$ cat config.mk
export PLATFORM = sky130hd
export DESIGN_NAME = mc_sequencer
export DESIGN_NICKNAME = d
export VERILOG_FILES = /design/src/rtl/mc_sequencer.sv
export SDC_FILE = /design/constraint.sdc
export NUM_CORES = 1
export LEC_CHECK = 0
export ABC_AREA = 1
export CORE_MARGIN = 8
export CORE_UTILIZATION = 32
export CTS_CLUSTER_DIAMETER = 60
export DETAILED_ROUTE_END_ITERATION = 10
export MAX_ROUTING_LAYER = met4
export PLACE_DENSITY = 0.63
export SLEW_MARGIN = 20
export SYNTH_ARGS = -nofsm -noshare
export SYNTH_HDL_FRONTEND = slang
export SYNTH_SLANG_ARGS = --single-unit
$ cat constraint.sdc
create_clock -name CLK -period 2.3 [get_ports CLK]
set_input_delay 0.46 -clock CLK [delete_from_list [all_inputs] [get_ports CLK]]
set_output_delay 0.46 -clock CLK [all_outputs]
set_load 0.02 [all_outputs]
$ cat src/rtl/mc_sequencer.sv
// Microcode address sequencer: next-address selection, bounded return stack,
// and single-level vectored interrupt entry with a sticky pending register.
module mc_sequencer #(
    parameter int AW    = 11,
    parameter int SD    = 4,
    parameter int NIRQ  = 8,
    parameter int VBASE = 2**AW - 2*NIRQ
) (
    input  logic                       CLK,
    input  logic                       RESET,
    input  logic                       EN,
    input  logic [2:0]                 OP,
    input  logic [AW-1:0]              TARGET,
    input  logic                       COND,
    input  logic [NIRQ-1:0]            REQ,
    input  logic [NIRQ-1:0]            IMASK,
    output logic [AW-1:0]              ADDR,
    output logic [NIRQ-1:0]            IACK,
    output logic                       INTACT,
    output logic [$clog2(SD+1)-1:0]    DEPTH,
    output logic                       OVF,
    output logic                       UNF
);

    localparam int DW = $clog2(SD + 1);

    typedef enum logic [2:0] {
        OP_INC  = 3'd0,
        OP_JMP  = 3'd1,
        OP_JCC  = 3'd2,
        OP_CALL = 3'd3,
        OP_RET  = 3'd4,
        OP_IRET = 3'd5,
        OP_WAIT = 3'd6,
        OP_RSV  = 3'd7
    } op_e;

    // Registered state
    logic [AW-1:0]   addr_q,   addr_d;
    logic [NIRQ-1:0] pend_q,   pend_d;
    logic [NIRQ-1:0] iack_q,   iack_d;
    logic            intact_q, intact_d;
    logic [DW-1:0]   depth_q,  depth_d;
    logic            ovf_q,    ovf_d;
    logic            unf_q,    unf_d;
    logic [AW-1:0]   stk_q [SD];
    logic [AW-1:0]   stk_d [SD];

    // Decoded instruction and interrupt selection
    op_e             op;
    logic [AW-1:0]   addr_inc;
    logic [AW-1:0]   pop_val;
    logic [AW-1:0]   op_next;
    logic [AW-1:0]   op_ret;
    logic            op_push;
    logic            op_pop;
    logic            op_iret;
    logic            irq_hit;
    logic [NIRQ-1:0] irq_onehot;
    logic [AW-1:0]   irq_vec;
    logic            take_irq;
    logic            do_push;
    logic            do_pop;
    logic [AW-1:0]   push_val;

    assign op = op_e'(OP);

    // Lowest-numbered enabled pending request wins.
    always_comb begin
        // NOTE: every output of a combinational block gets a default first, so no path leaves it unassigned and infers a latch.
        irq_hit    = 1'b0;
        irq_onehot = '0;
        irq_vec    = '0;
        for (int i = NIRQ - 1; i >= 0; i--) begin
            if (pend_q[i] && IMASK[i]) begin
                irq_hit       = 1'b1;
                irq_onehot    = '0;
                irq_onehot[i] = 1'b1;
                irq_vec       = AW'(VBASE + 2 * i);
            end
        end
    end

    assign take_irq = EN && !intact_q && irq_hit;

    // op_next is where the OP itself goes; op_ret is what an interrupt entry
    // saves in its place (WAIT resumes past itself rather than re-waiting).
    always_comb begin
        addr_inc = addr_q + AW'(1);
        pop_val  = (depth_q == '0) ? '0 : stk_q[0];
        op_next  = addr_inc;
        op_ret   = addr_inc;
        op_push  = 1'b0;
        op_pop   = 1'b0;
        op_iret  = 1'b0;
        case (op)
            OP_JMP: begin
                op_next = TARGET;
                op_ret  = TARGET;
            end
            OP_JCC: begin
                if (COND) begin
                    op_next = TARGET;
                    op_ret  = TARGET;
                end
            end
            OP_CALL: begin
                op_next = TARGET;
                op_ret  = TARGET;
                op_push = 1'b1;
            end
            OP_RET: begin
                op_next = pop_val;
                op_ret  = pop_val;
                op_pop  = 1'b1;
            end
            OP_IRET: begin
                op_next = pop_val;
                op_ret  = pop_val;
                op_pop  = 1'b1;
                op_iret = 1'b1;
            end
            OP_WAIT: begin
                op_next = addr_q;
            end
            default: begin
            end
        endcase
    end

    always_comb begin
        addr_d   = addr_q;
        intact_d = intact_q;
        iack_d   = '0;
        do_push  = 1'b0;
        do_pop   = 1'b0;
        push_val = addr_inc;
        if (EN) begin
            if (take_irq) begin
                addr_d   = irq_vec;
                intact_d = 1'b1;
                iack_d   = irq_onehot;
                do_push  = 1'b1;
                push_val = op_ret;
            end else begin
                addr_d  = op_next;
                do_push = op_push;
                do_pop  = op_pop;
                if (op_iret) begin
                    intact_d = 1'b0;
                end
            end
        end
        // A new request on the bit being acknowledged keeps it pending.
        pend_d = (pend_q & ~(take_irq ? irq_onehot : '0)) | REQ;
    end

    // Stack is a shift register with the top at index 0, so an overflowing
    // push drops the deepest entry off the far end.
    always_comb begin
        stk_d   = stk_q;
        depth_d = depth_q;
        ovf_d   = ovf_q;
        unf_d   = unf_q;
        if (do_push) begin
            for (int i = SD - 1; i > 0; i--) begin
                stk_d[i] = stk_q[i-1];
            end
            stk_d[0] = push_val;
            if (depth_q == DW'(SD)) begin
                ovf_d = 1'b1;
            end else begin
                depth_d = depth_q + DW'(1);
            end
        end else if (do_pop) begin
            for (int i = 0; i < SD - 1; i++) begin
                stk_d[i] = stk_q[i+1];
            end
            stk_d[SD-1] = '0;
            if (depth_q == '0) begin
                unf_d = 1'b1;
            end else begin
                depth_d = depth_q - DW'(1);
            end
        end
    end

    always_ff @(posedge CLK) begin
        // NOTE: sequential state uses non-blocking assignments so every flop samples pre-edge values.
        if (RESET) begin
            addr_q   <= '0;
            pend_q   <= '0;
            iack_q   <= '0;
            intact_q <= 1'b0;
            depth_q  <= '0;
            ovf_q    <= 1'b0;
            unf_q    <= 1'b0;
            // NOTE: the stack array is cleared on reset, so a pop from an empty stack never exposes stale data.
            for (int i = 0; i < SD; i++) begin
                stk_q[i] <= '0;
            end
        end else begin
            addr_q   <= addr_d;
            pend_q   <= pend_d;
            iack_q   <= iack_d;
            intact_q <= intact_d;
            depth_q  <= depth_d;
            ovf_q    <= ovf_d;
            unf_q    <= unf_d;
            stk_q    <= stk_d;
        end
    end

    assign ADDR   = addr_q;
    assign IACK   = iack_q;
    assign INTACT = intact_q;
    assign DEPTH  = depth_q;
    assign OVF    = ovf_q;
    assign UNF    = unf_q;

endmodule

# --- Word-level counts from Yosys, hierarchy flattened ---
# Cells that the tools add are included.
totals:
  reg_bits: 77
  latch_bits: 0
  ramBits: 0
  mem_bits_ro: 0
  inputBits: 34
  output_inout_bits: 25
  wordCells: 98
  mem_count: 0
op_classes:
  addsub: 3
  mul: 0
  div: 0
  n_lt_le_gt_ge: 0
  eq_ne: 10
  shifts: 0
  mux: 47
  n_bitwise: 5
  reduce_logical: 22
ops:
  columns: ["op", "n"]
  rows:
  - ["2-to-1 mux 11 bit", 13]
  - ["2-to-1 mux 44 bit", 2]
  - ["2-to-1 mux 8 bit", 9]
  - ["one-hot mux 11 bit (4 select lines)", 1]
  - ["one-hot mux 11 bit (3 select lines)", 1]
  - ["2-to-1 mux 1 bit", 17]
  - ["== test 3 bit, second input constant", 4]
  - ["2-to-1 mux 3 bit", 4]
  - ["adder 11 x 1 -> 11 bit, second input constant", 1]
  - ["logical AND 1 bit", 10]
  - ["AND 8 bit", 1]
  - ["inverter 8 bit", 1]
  - ["OR 8 bit", 1]
  - ["== test 3 x 2 -> 1 bit, second input constant", 2]
  - ["!= test 2 bit, second input constant", 3]
  - ["AND reduction 2 bit", 3]
  - ["AND reduction 3 bit", 2]
  - ["OR reduction 2 bit", 3]
  - ["nonzero test 2 bit", 2]
  - ["adder 3 x 1 -> 3 bit, second input constant", 1]
  - ["== test 3 x 1 -> 1 bit, second input constant", 1]
  - ["logical NOT 3 bit", 1]
  - ["subtractor 3 x 1 -> 3 bit, second input constant", 1]
  - ["inverter 1 bit", 2]
  - ["logical NOT 1 bit", 1]

# --- Depth between registers and ports, before layout ---
# Gate-level depths: netlist of run 1.
logic_depth:
  word_depth: 14
  depth_mapped: 19
  depth_no_buf: 17

# --- Worst setup path after synthesis of run 1 ---
# OpenSTA, ideal clock, no wires.
synth_timing:
  kind: "input -> register"
  from: "input IMASK[1]"
  to: "register depth_q[2], in the netlist DEPTH[2]"
  setup_ns: 0.112
  t_arrival_ns: 1.860
  t_required_ns: 2.188
  slack_ns: 0.328
  stages: 19
  n_path_buf: 2
  path_cell_list: "nand2_1 nand2_2 nor2_4 nand2_2 nand2_8 nand2_4 buf_8 buf_6 nand2_1 nand2_1 inv_1 ha_1 inv_1 nand2_1 inv_1 nand2_1 nand2_1 nor2_1 nor2_1"
synth_between:
  elab_chain_len: 8
  word_cells_on_any_way: 13
  classes_between: "eq/ne (2); mux (7); reduce/logical (4)"
synth_rtl:
  columns: ["item", "line", "rtl"]
  rows:
  - ["start: declaration", "16", "input logic [NIRQ-1:0] IMASK,"]
  - ["logical AND 1 bit *", "75", "if (pend_q[i] && IMASK[i]) begin"]
  - ["2-to-1 mux 1 bit * (2 in a row)", "75", null]
  - ["logical AND 1 bit *", "84", "assign take_irq = EN && !intact_q && irq_hit;"]
  - ["2-to-1 mux 1 bit", "139", "if (take_irq) begin"]
  - ["2-to-1 mux 1 bit", "138", "if (EN) begin"]
  - ["!= test 2 bit (no line) / nonzero test 2 bit (equally long branches)", null, null]
  - ["AND reduction 3 bit (no line)", null, null]
  - ["end signal: assignment", "207", "depth_q <= depth_d;"]
  - ["end: declaration", "43", "logic [DW-1:0] depth_q, depth_d;"]
# Mark *: on every way between the ends. The rest lies on a longest branch, timed or not.
# A chain may end at the register's enable or synchronous reset.

# --- Worst setup path after layout of run 1 ---
layout_timing:
  from: "input OP[2]"
  to: "register stk_q[33] (netlist name)"
layout_between:
  elab_chain_len: 6
  word_cells_on_any_way: 18
  classes_between: "eq/ne (5); mux (10); reduce/logical (3)"
layout_rtl:
  columns: ["item", "line", "rtl"]
  rows:
  - ["start: declaration", "12", "input logic [2:0] OP,"]
  - ["== test 3 bit, or another cell as far along", "96", "case (op)"]
  - ["OR reduction 2 bit (no line)", null, null]
  - ["one-hot mux 11 bit (3 select lines) / 2-to-1 mux 1 bit (equally long branches)", "96", null]
  - ["2-to-1 mux 11 bit / 2-to-1 mux 1 bit (equally long branches)", "139", null]
  - ["2-to-1 mux 11 bit / 2-to-1 mux 1 bit (equally long branches)", "138", null]
  - ["2-to-1 mux 44 bit / nonzero test 2 bit (equally long branches)", null, null]
  - ["end signal: assignment", "210", "stk_q <= stk_d;"]
  - ["end: declaration", "46", "logic [AW-1:0] stk_q [SD];"]
# Several ways; a longest one is shown, not always the timed one.

==> flow_metrics.env, run 1 <==
export IMPL_post_cts_setup_buffers=0
export IMPL_ys_ff_latch=77
export IMPL_rsz0062_at_grt="no"
export IMPL_hpwl_mm=8.24
export IMPL_diodes=0
export IMPL_die_area_mm2=0.0163
export IMPL_drc=0
export IMPL_reg2reg_setup_slack_ns=0.40
export IMPL_swShare_pct=29.1
export IMPL_cts_resized=0
export IMPL_clock_fmax_ghz=0.506
export IMPL_fillCellCount=1240
export IMPL_dpl_cell_area_mm2=0.00481
export IMPL_ctsRootBufferMaster="clkbuf_16"
export IMPL_clock_path_buffers=2
export IMPL_hold_depth=2
export IMPL_grt_max_degree=46
export IMPL_combPwrFrac_pct=22.6
export IMPL_wl_met3_um=614
export IMPL_wl_met2_mm=5.25
export IMPL_power_switching_w=0.00109
export IMPL_hold_end="stk_q[8]"
export IMPL_first_global_vias=3866
export IMPL_ys_seq_area_share_pct=38.7
export IMPL_port_buffers=58
export IMPL_holdCritPathClass="reg2reg"
export IMPL_grt_usage_pct=14.5
export IMPL_end_kind="register"
export IMPL_period_needed_ns=1.98
export IMPL_wirelength_mm=11.1
export IMPL_htreeDepth=3
export IMPL_holdCritStartpoint="stk_q[8]"
export IMPL_core_mm2=0.0121
export IMPL_slowest_delay_ns=0.52
export IMPL_dr_pass1_iters=5
export IMPL_syn_area_per_cell_um2=6.88
export IMPL_netlist_area_mm2=0.00399
export IMPL_fin_area_mm2=0.00511
export IMPL_path_cells="clkdlybuf4s50_1, inv_2, buf_4, nand4_1, nand2_1, nand2_1, nand3_1, o21ai_0, nand3_1, nand2_1, inv_1"
export IMPL_fin_nets=684
export IMPL_instances_no_fill=820
export IMPL_crit_fanout=10
export IMPL_highest_layer="met4"
export IMPL_critical_path_class="in2reg"
export IMPL_wl_met1_mm=5.02
export IMPL_cts_sinks=77
export IMPL_tightestPinTransition_ns=0.472
export IMPL_relSlewSlack_pct=68.5
export IMPL_worst_path_max_delay_cell="clkdlybuf4s50_1"
export IMPL_path_clk_slew_ns=0.05
export IMPL_pwr_share_seq_pct=40.1
export IMPL_io_pins=59
export IMPL_vdd_drop_max_v=0.000311
export IMPL_antenna_left=0
export IMPL_die_height_um=128
export IMPL_initial_core_util_pct=32.9
export IMPL_cts_tree="built"
export IMPL_p_leak_nw=2.17
export IMPL_finalCritPeriodShare_pct=85.9
export IMPL_grt_pass1_wl_mm=18.7
export IMPL_drive_gt1_share_pct=10.3
export IMPL_outcome="complete, no violations"
export IMPL_clkLatencyLatePin_ns=0.33
export IMPL_maxCapViolations=0
export IMPL_num_vias=3965
export IMPL_r2r_start="ADDR[0]"
export IMPL_area_delta_synth_final_pct=28.2
export IMPL_cp_arrival_ns=2.20
export IMPL_drt_iter0_drc=203
export IMPL_power_w=0.00374
export IMPL_startpoint_type="input port"
export IMPL_p_int_w=0.00265
export IMPL_cp_common_cell="nand2_1"
export IMPL_final_common_cell="nand2_1"
export IMPL_finalHoldViolCount=0
export IMPL_r2r_cells=10
export IMPL_final_cell_mix="nand2_1 (200), dfxtp_1 (77), clkdlybuf4s50_1 (58)"
export IMPL_cts_hold_buffers_added=0
export IMPL_vias_per_cell=4.84
export IMPL_skew_ns=0.00855
export IMPL_num_rows=40
export IMPL_critPathRequiredTime_ns=2.53
export IMPL_yosys_warnings=0
export IMPL_synthCells=579
export IMPL_maxSlewViolCount=0
export IMPL_r2r_end="stk_q[39]"
export IMPL_antenna_found_initial=0
export IMPL_synth_nets=615
export IMPL_fp_dieW_um=128
export IMPL_wire_per_inst_um=13.5
export IMPL_whs_ns=0.459
export IMPL_setup_viol=0
export IMPL_placedCellCount=805
export IMPL_overflow=0
export IMPL_synth_distinct_cells=37
export IMPL_gp_congestion=0.883
export IMPL_power_density_mw_per_mm2=733
export IMPL_final_util_pct=42.2
export IMPL_cts_made_buffers=9
export IMPL_clockPowerShare_pct=37.3
registers in the layout, summed over array words and instances, names as in the netlist:
signal / cells
ADDR: 11
DEPTH: 3
IACK: 8
INTACT: 1
OVF: 1
UNF: 1
pend_q: 8
stk_q: 44
power by group through the flow:
stage	Clock, W	Combinational, W	Sequential [W]
finish	0.00140	0.000847	0.00150
global route	0.00149	0.000947	0.00151
CTS	0.00143	0.000854	0.00150
detailed placement	0	0.000849	0.00153
global placement	0	0.000838	0.00152
floorplan	0	0.000517	0.00155
synthesized netlist by cell type, drive strengths merged:
cell type | instances | area, um^2
nand3 | 54 | 303
dfxtp | 77 | 1540
o221ai | 1 | 8.76
xnor2 | 1 | 8.76
inv | 54 | 208
nand2 | 213 | 851
nor2 | 49 | 215
o21ai | 17 | 85.1
buf | 18 | 170
nand4 | 5 | 31.3
ha | 2 | 25.0
o211ai | 2 | 28.8
o21a | 1 | 7.51
a21o | 1 | 7.51
nor3 | 6 | 30.0
nand3b | 4 | 30.0
a21oi | 38 | 198
o211a | 6 | 60.1
a31oi | 22 | 138
clkbuf | 6 | 22.5
xor2 | 2 | 17.5
critical path, delay by kind of cell:
family | cells | cell delay (ns)
AO/OA/AOI/OAI | 1 | 0.28
buffers and inverters | 4 | 0.73
AND/OR/NAND/NOR | 6 | 0.73
how the worst max path moves through the flow:
stage              from        end  cells past startpoint
6_report          OP[2]  stk_q[33]                     11
5_1_grt        IMASK[5]   DEPTH[2]                     16
4_1_cts           OP[0]  stk_q[33]                     11
3_5_place_dp      OP[0]  stk_q[33]                     11
3_3_place_gp      OP[0]  stk_q[33]                     11
2_1_floorplan  IMASK[1]   DEPTH[2]                     19
cells by family after synthesis:
kind of cell,share of synthesized area [%]
AO/OA/AOI/OAI,13.4
XOR/XNOR,0.659
adder cells (fa/ha/maj),0.628
buffers and inverters,10.0
flip-flops,38.7
AND/OR/NAND/NOR,36.6
final cells by class:
class / count / area, um^2 / area share, %
multi-input cells: 424 / 2040 / 40.0
flip-flops and latches: 77 / 1540 / 30.2
repair buffers: 82 / 811 / 15.9
clock buffers: 14 / 264 / 5.17
well taps: 168 / 210 / 4.11
inverters: 54 / 208 / 4.07
clock inverters: 1 / 30.0 / 0.588
routing by layer:
| metal | vias up | track usage (%) |
|---|---|---|
| li1 | 2014 | - |
| met1 | 1826 | 17.0 |
| met2 | 111 | 23.5 |
| met3 | 14 | 3.74 |
| met4 | 0 | 5.31 |
| met5 | - | - |
metrics by stage:
stage,TNS (ns),worst slack [ns]
6_report,0,0.325
5_1_grt,0,0.123
4_1_cts,0,0.324
3_5_place_dp,-0.0164,-0.0164
3_3_place_gp,-0.0185,-0.0185
2_1_floorplan,0,0.328
(Power assumes the default switching activity.)
==> run 2, diff against run 1 <==
Settings changed: CORE_MARGIN 8 to 5, RECOVER_POWER set to 100.
==> run 2 against run 1 <==
Sequential share of layout area is 0.096 points lower; critical endpoint is now DEPTH[2]; critical path type unchanged; register-to-register slack gained 0.02 ns; non-clock buffer count decreased by 3; total power up 5.7%; global-route usage rose by 1.8 points; largest power group is now clock.
==> flow_metrics.env, run 2 (synthesis results as in run 1) <==
export IMPL_outcome="complete, no violations"
export IMPL_place_ws_ns=-0.0403
export IMPL_post_cts_setup_buffers=0
export IMPL_vias_per_cell=4.87
export IMPL_rsz0062_at_grt="no"
export IMPL_first_global_vias=3805
export IMPL_fp_dieW_um=122
export IMPL_maxCapViolations=0
export IMPL_setup_viol=0
export IMPL_cp_depth=16
export IMPL_port_buffers=58
export IMPL_drt_iter0_drc=288
export IMPL_cts_resized=0
export IMPL_tightestPinTransition_ns=0.492
export IMPL_finalHoldViolCount=0
export IMPL_path_cells="clkdlybuf4s50_1, inv_1, nand2_1, inv_1, nand3_2, nand2_4, nand2_1, nand2_1, inv_1, ha_1, inv_1, nand2_1, nand2_1, nand2_1, nor2_1, nor2_1"
export IMPL_largest_reg_flops=44
export IMPL_fin_ws_ns=0.214
export IMPL_htreeDepth=3
export IMPL_maxSlewViolCount=0
export IMPL_die_height_um=122
export IMPL_io_pins=59
export IMPL_r2r_cells=10
export IMPL_fillCellCount=1270
export IMPL_wirelength_mm=11.2
export IMPL_antenna_left=0
export IMPL_grt_usage_pct=16.2
export IMPL_multi_input_area_mm2=0.00201
export IMPL_num_rows=40
export IMPL_period_needed_ns=2.09
export IMPL_hpwl_mm=8.31
export IMPL_largest_register="stk_q"
export IMPL_initial_core_util_pct=32.9
export IMPL_finalCritPeriodShare_pct=90.7
export IMPL_tns_ns=0
export IMPL_cp_arrival_ns=2.31
export IMPL_antenna_found_initial=0
export IMPL_holdCritStartpoint="OVF"
export IMPL_crit_start="OP[2]"
export IMPL_overflow=0
export IMPL_holdCritPathClass="reg2reg"
export IMPL_critPathTopFamily="simple AND/OR/NAND/NOR gates"
export IMPL_regArea_mm2=0.00154
export IMPL_core_mm2=0.0121
export IMPL_startpoint_type="input port"
export IMPL_final_cell_mix="nand2_1 (203), dfxtp_1 (77), nand3_1 (51)"
export IMPL_cts_sinks=77
export IMPL_slowest_delay_ns=0.45
export IMPL_grt_max_degree=46
export IMPL_final_common_cell="nand2_1"
export IMPL_power_density_mw_per_mm2=772
export IMPL_path_clk_slew_ns=0.05
export IMPL_relSlewSlack_pct=66.9
export IMPL_cts_made_buffers=9
export IMPL_area_delta_synth_final_pct=28.6
export IMPL_end_kind="register"
export IMPL_gp_congestion=0.910
export IMPL_fin_nets=681
export IMPL_wire_per_inst_um=13.7
export IMPL_r2r_start="ADDR[0]"
export IMPL_worst_path_max_delay_cell="clkdlybuf4s50_1"
export IMPL_grt_pass1_wl_mm=18.6
export IMPL_skew_ns=0.00877
export IMPL_ctsRootBufferMaster="clkbuf_16"
export IMPL_vdd_drop_max_v=0.000350
export IMPL_cts_hold_buffers_added=0
export IMPL_p_leak_nw=2.26
export IMPL_cp_num_buf_inv=5
export IMPL_clock_fmax_ghz=0.479
export IMPL_clock_path_buffers=2
export IMPL_cp_common_cell="nand2_1"
export IMPL_critPathRequiredTime_ns=2.53
export IMPL_die_area_mm2=0.0148
export IMPL_critical_path_class="in2reg"
export IMPL_dr_pass1_iters=5
export IMPL_drive_gt1_share_pct=8.92
export IMPL_num_vias=3985
export IMPL_cts_tree="built"
export IMPL_crit_fanout=7
export IMPL_clkLatencyLatePin_ns=0.34
export IMPL_drc=0
export IMPL_diodes=0
export IMPL_hold_depth=2
## run 2: cell count changes in the layout (fill, tap and decap cells not counted), sizes merged
cell           delta
bufinv            +1
buf               -4
dlygate4sd3      +25
clkdlybuf4s50    -25
clkinv            +1
## run 2: tightest hold or removal path: stages, from the launching register on
cell and delay (ns):
dfxtp_1 0.30, inv_1 0.05, a21oi_1 0.05
## run 2: final cells by class
cell class	count	share of cell area, %
repair buffers	79	15.8
flip-flops and latches	77	30.1
inverters	54	4.05
clock inverters	3	1.27
well taps	168	4.10
multi-input cells	424	39.2
clock buffers	13	5.47
## run 2: worst paths after layout
kind,endpoint,slack [ns]
worst max-delay path,DEPTH[2],0.21
worst min-delay path,OVF,0.45
worst max register to register,stk_q[39],0.42
worst min register to register,OVF,0.45
## run 2: per-layer routing
layer | GRT usage (%) | vias to the layer above | part of all wire, %
li1 | - | 2006 | -
met1 | 20.0 | 1842 | 45
met2 | 26.0 | 115 | 47
met3 | 4.09 | 22 | 5.4
met4 | 5.74 | 0 | 2.3
met5 | - | - | 0
## run 2: metrics by stage
stage / instances / hold WS [ns] / total power, W / instance area [um^2] / utilization, %
final: 818 / 0.454 / 0.00396 / 5120 / 42.3
after global routing: 818 / 0.480 / 0.00416 / 5120 / 42.3
after CTS: 818 / 0.460 / 0.00403 / 5160 / 42.6
after detailed placement: 802 / 0.451 / 0.00240 / 4820 / 39.8
after global placement: 802 / 0.447 / 0.00239 / 4820 / 39.8
after floorplan: 579 / 0.439 / 0.00207 / 3990 / -
## run 2: power by group
group / switching (W) / leakage, nW / internal, W / total [W]
registers: 0.0000815 / 0.629 / 0.00142 / 0.00150
logic: 0.000508 / 1.46 / 0.000345 / 0.000853
clock network: 0.000540 / 0.172 / 0.00107 / 0.00161
total: 0.00113 / 2.26 / 0.00283 / 0.00396
==> run 3, diff against run 2 <==
Settings changed: SETUP_SLACK_MARGIN set to 0.15.
==> run 3 against run 2 <==
Count of clock-buffer cells in the layout stayed put; combinational power is 2% higher; sequential share of layout area is 0.29 points lower; first-iteration DRC count is 3.5% higher; setup slack better by 0.0033 ns; largest cell class unchanged.
==> flow_metrics.env, run 3 (synthesis results as in run 1) <==
export IMPL_antenna_left=0
export IMPL_dr_pass1_iters=5
export IMPL_wire_per_inst_um=13.6
export IMPL_drt_iter0_drc=298
export IMPL_io_pins=59
export IMPL_tightestPinTransition_ns=0.495
export IMPL_regArea_mm2=0.00154
export IMPL_clock_path_buffers=2
export IMPL_relSlewSlack_pct=67.0
export IMPL_overflow=0
export IMPL_finalCritPeriodShare_pct=90.5
export IMPL_critical_path_class="in2reg"
export IMPL_hold_end="OVF"
export IMPL_largest_register="stk_q"
export IMPL_drive_gt1_share_pct=9.94
export IMPL_wirelength_mm=11.2
export IMPL_num_rows=40
export IMPL_vdd_drop_max_v=0.000356
export IMPL_gp_congestion=0.910
export IMPL_first_global_vias=3805
export IMPL_crit_fanout=10
export IMPL_whs_ns=0.454
export IMPL_clkLatencyLatePin_ns=0.34
export IMPL_port_buffers=58
export IMPL_fin_nets=685
export IMPL_grt_pass1_wl_mm=18.6
export IMPL_r2r_end="stk_q[39]"
export IMPL_holdCritPathClass="reg2reg"
export IMPL_setup_viol=0
export IMPL_num_vias=4008
export IMPL_die_height_um=122
export IMPL_htreeDepth=3
export IMPL_grt_max_degree=46
export IMPL_core_mm2=0.0121
export IMPL_cts_sinks=77
export IMPL_fillCellCount=1268
export IMPL_path_clk_slew_ns=0.06
export IMPL_initial_core_util_pct=32.9
export IMPL_critPathRequiredTime_ns=2.54
export IMPL_fp_dieW_um=122
export IMPL_largest_reg_flops=44
export IMPL_area_delta_synth_final_pct=29.8
export IMPL_final_cell_mix="nand2_1 (202), dfxtp_1 (77), nand3_1 (50)"
export IMPL_power_density_mw_per_mm2=767
export IMPL_holdCritStartpoint="OVF"
export IMPL_maxSlewViolCount=0
export IMPL_clock_fmax_ghz=0.480
export IMPL_startpoint_type="input port"
export IMPL_r2r_cells=10
export IMPL_r2r_start="ADDR[0]"
export IMPL_cts_made_buffers=9
export IMPL_maxCapViolations=0
export IMPL_reg2reg_setup_slack_ns=0.44
export IMPL_p_leak_nw=2.28
export IMPL_multi_input_area_mm2=0.00204
export IMPL_period_needed_ns=2.08
export IMPL_skew_ns=0.00781
export IMPL_cp_arrival_ns=2.32
export IMPL_hpwl_mm=8.31
export IMPL_ctsRootBufferMaster="clkbuf_16"
export IMPL_rsz0062_at_grt="no"
export IMPL_final_common_cell="nand2_1"
export IMPL_final_util_pct=42.7
export IMPL_finalHoldViolCount=0
export IMPL_die_area_mm2=0.0148
export IMPL_outcome="complete, no violations"
export IMPL_grt_usage_pct=16.2
export IMPL_end_kind="register"
export IMPL_vias_per_cell=4.88
export IMPL_hold_depth=2
export IMPL_diodes=0
export IMPL_cts_tree="built"
export IMPL_antenna_found_initial=0
export IMPL_drc=0
[run 3: power breakdown]
group	leakage (nW)	internal, W	switching, W
clock	0.172	0.00107	0.000539
sequential	0.629	0.00142	0.0000816
combinational	1.47	0.000352	0.000514
total	2.28	0.00284	0.00113
[run 3: critical path, cell delays in order]
cell	delay [ns]
dlygate4sd3_1	0.63
inv_1	0.13
nand2_1	0.13
nand3_1	0.14
nand2_2	0.16
nand2_1	0.10
nand3_1	0.09
o21ai_0	0.26
nand3_1	0.11
nand2_1	0.07
inv_1	0.03
[run 3: per-stage QoR]
stage               total power (W)  cells  cell area [um^2]  worst slack, ns  setup TNS, ns
CTS                         0.00403    818              5160            0.303              0
global route                0.00417    822              5170           0.0836              0
global placement            0.00239    802              4820           0.0479              0
detailed placement          0.00240    802              4820          -0.0403        -0.0403
finish                      0.00397    822              5170            0.217              0
floorplan                   0.00207    579              3990            0.328              0
[run 3: what timing repair did]
| action | 4_1_cts | 5_1_grt |
|---|---|---|
| gates resized for setup | 0 | 2 |
| setup endpoints to repair | 0 | 1 |
| hold buffers | 0 | 0 |
| setup buffers | 0 | 4 |
| endpoints found under the hold margin | 0 | 0 |
[run 3: cell type report]
| cell class | count | area share, % |
|---|---|---|
| flip-flops and latches | 77 | 29.8 |
| well taps | 168 | 4.06 |
| clock inverters | 3 | 1.26 |
| repair buffers | 83 | 16.0 |
| inverters | 54 | 4.01 |
| clock buffers | 13 | 5.42 |
| multi-input cells | 424 | 39.4 |
[run 3: worst max path at each step]
stage                     startpoint        end  slack (ns)  cells after the start
after floorplan             IMASK[1]   DEPTH[2]        0.33                     19
after global placement      IMASK[0]   DEPTH[2]        0.05                     16
after detailed placement       OP[2]   DEPTH[2]       -0.04                     16
after CTS                      OP[2]   DEPTH[2]        0.30                     16
after global routing           OP[1]  stk_q[36]        0.08                     12
final                          OP[1]  stk_q[33]        0.22                     11
[run 3: routing by layer]
metal | GRT usage [%] | part of all wire [%] | vias to the layer above
met5 | - | 0 | -
met4 | 5.74 | 2.1 | 0
met3 | 4.09 | 5.4 | 19
met2 | 26.0 | 47 | 121
met1 | 20.0 | 45 | 1850
li1 | - | - | 2018
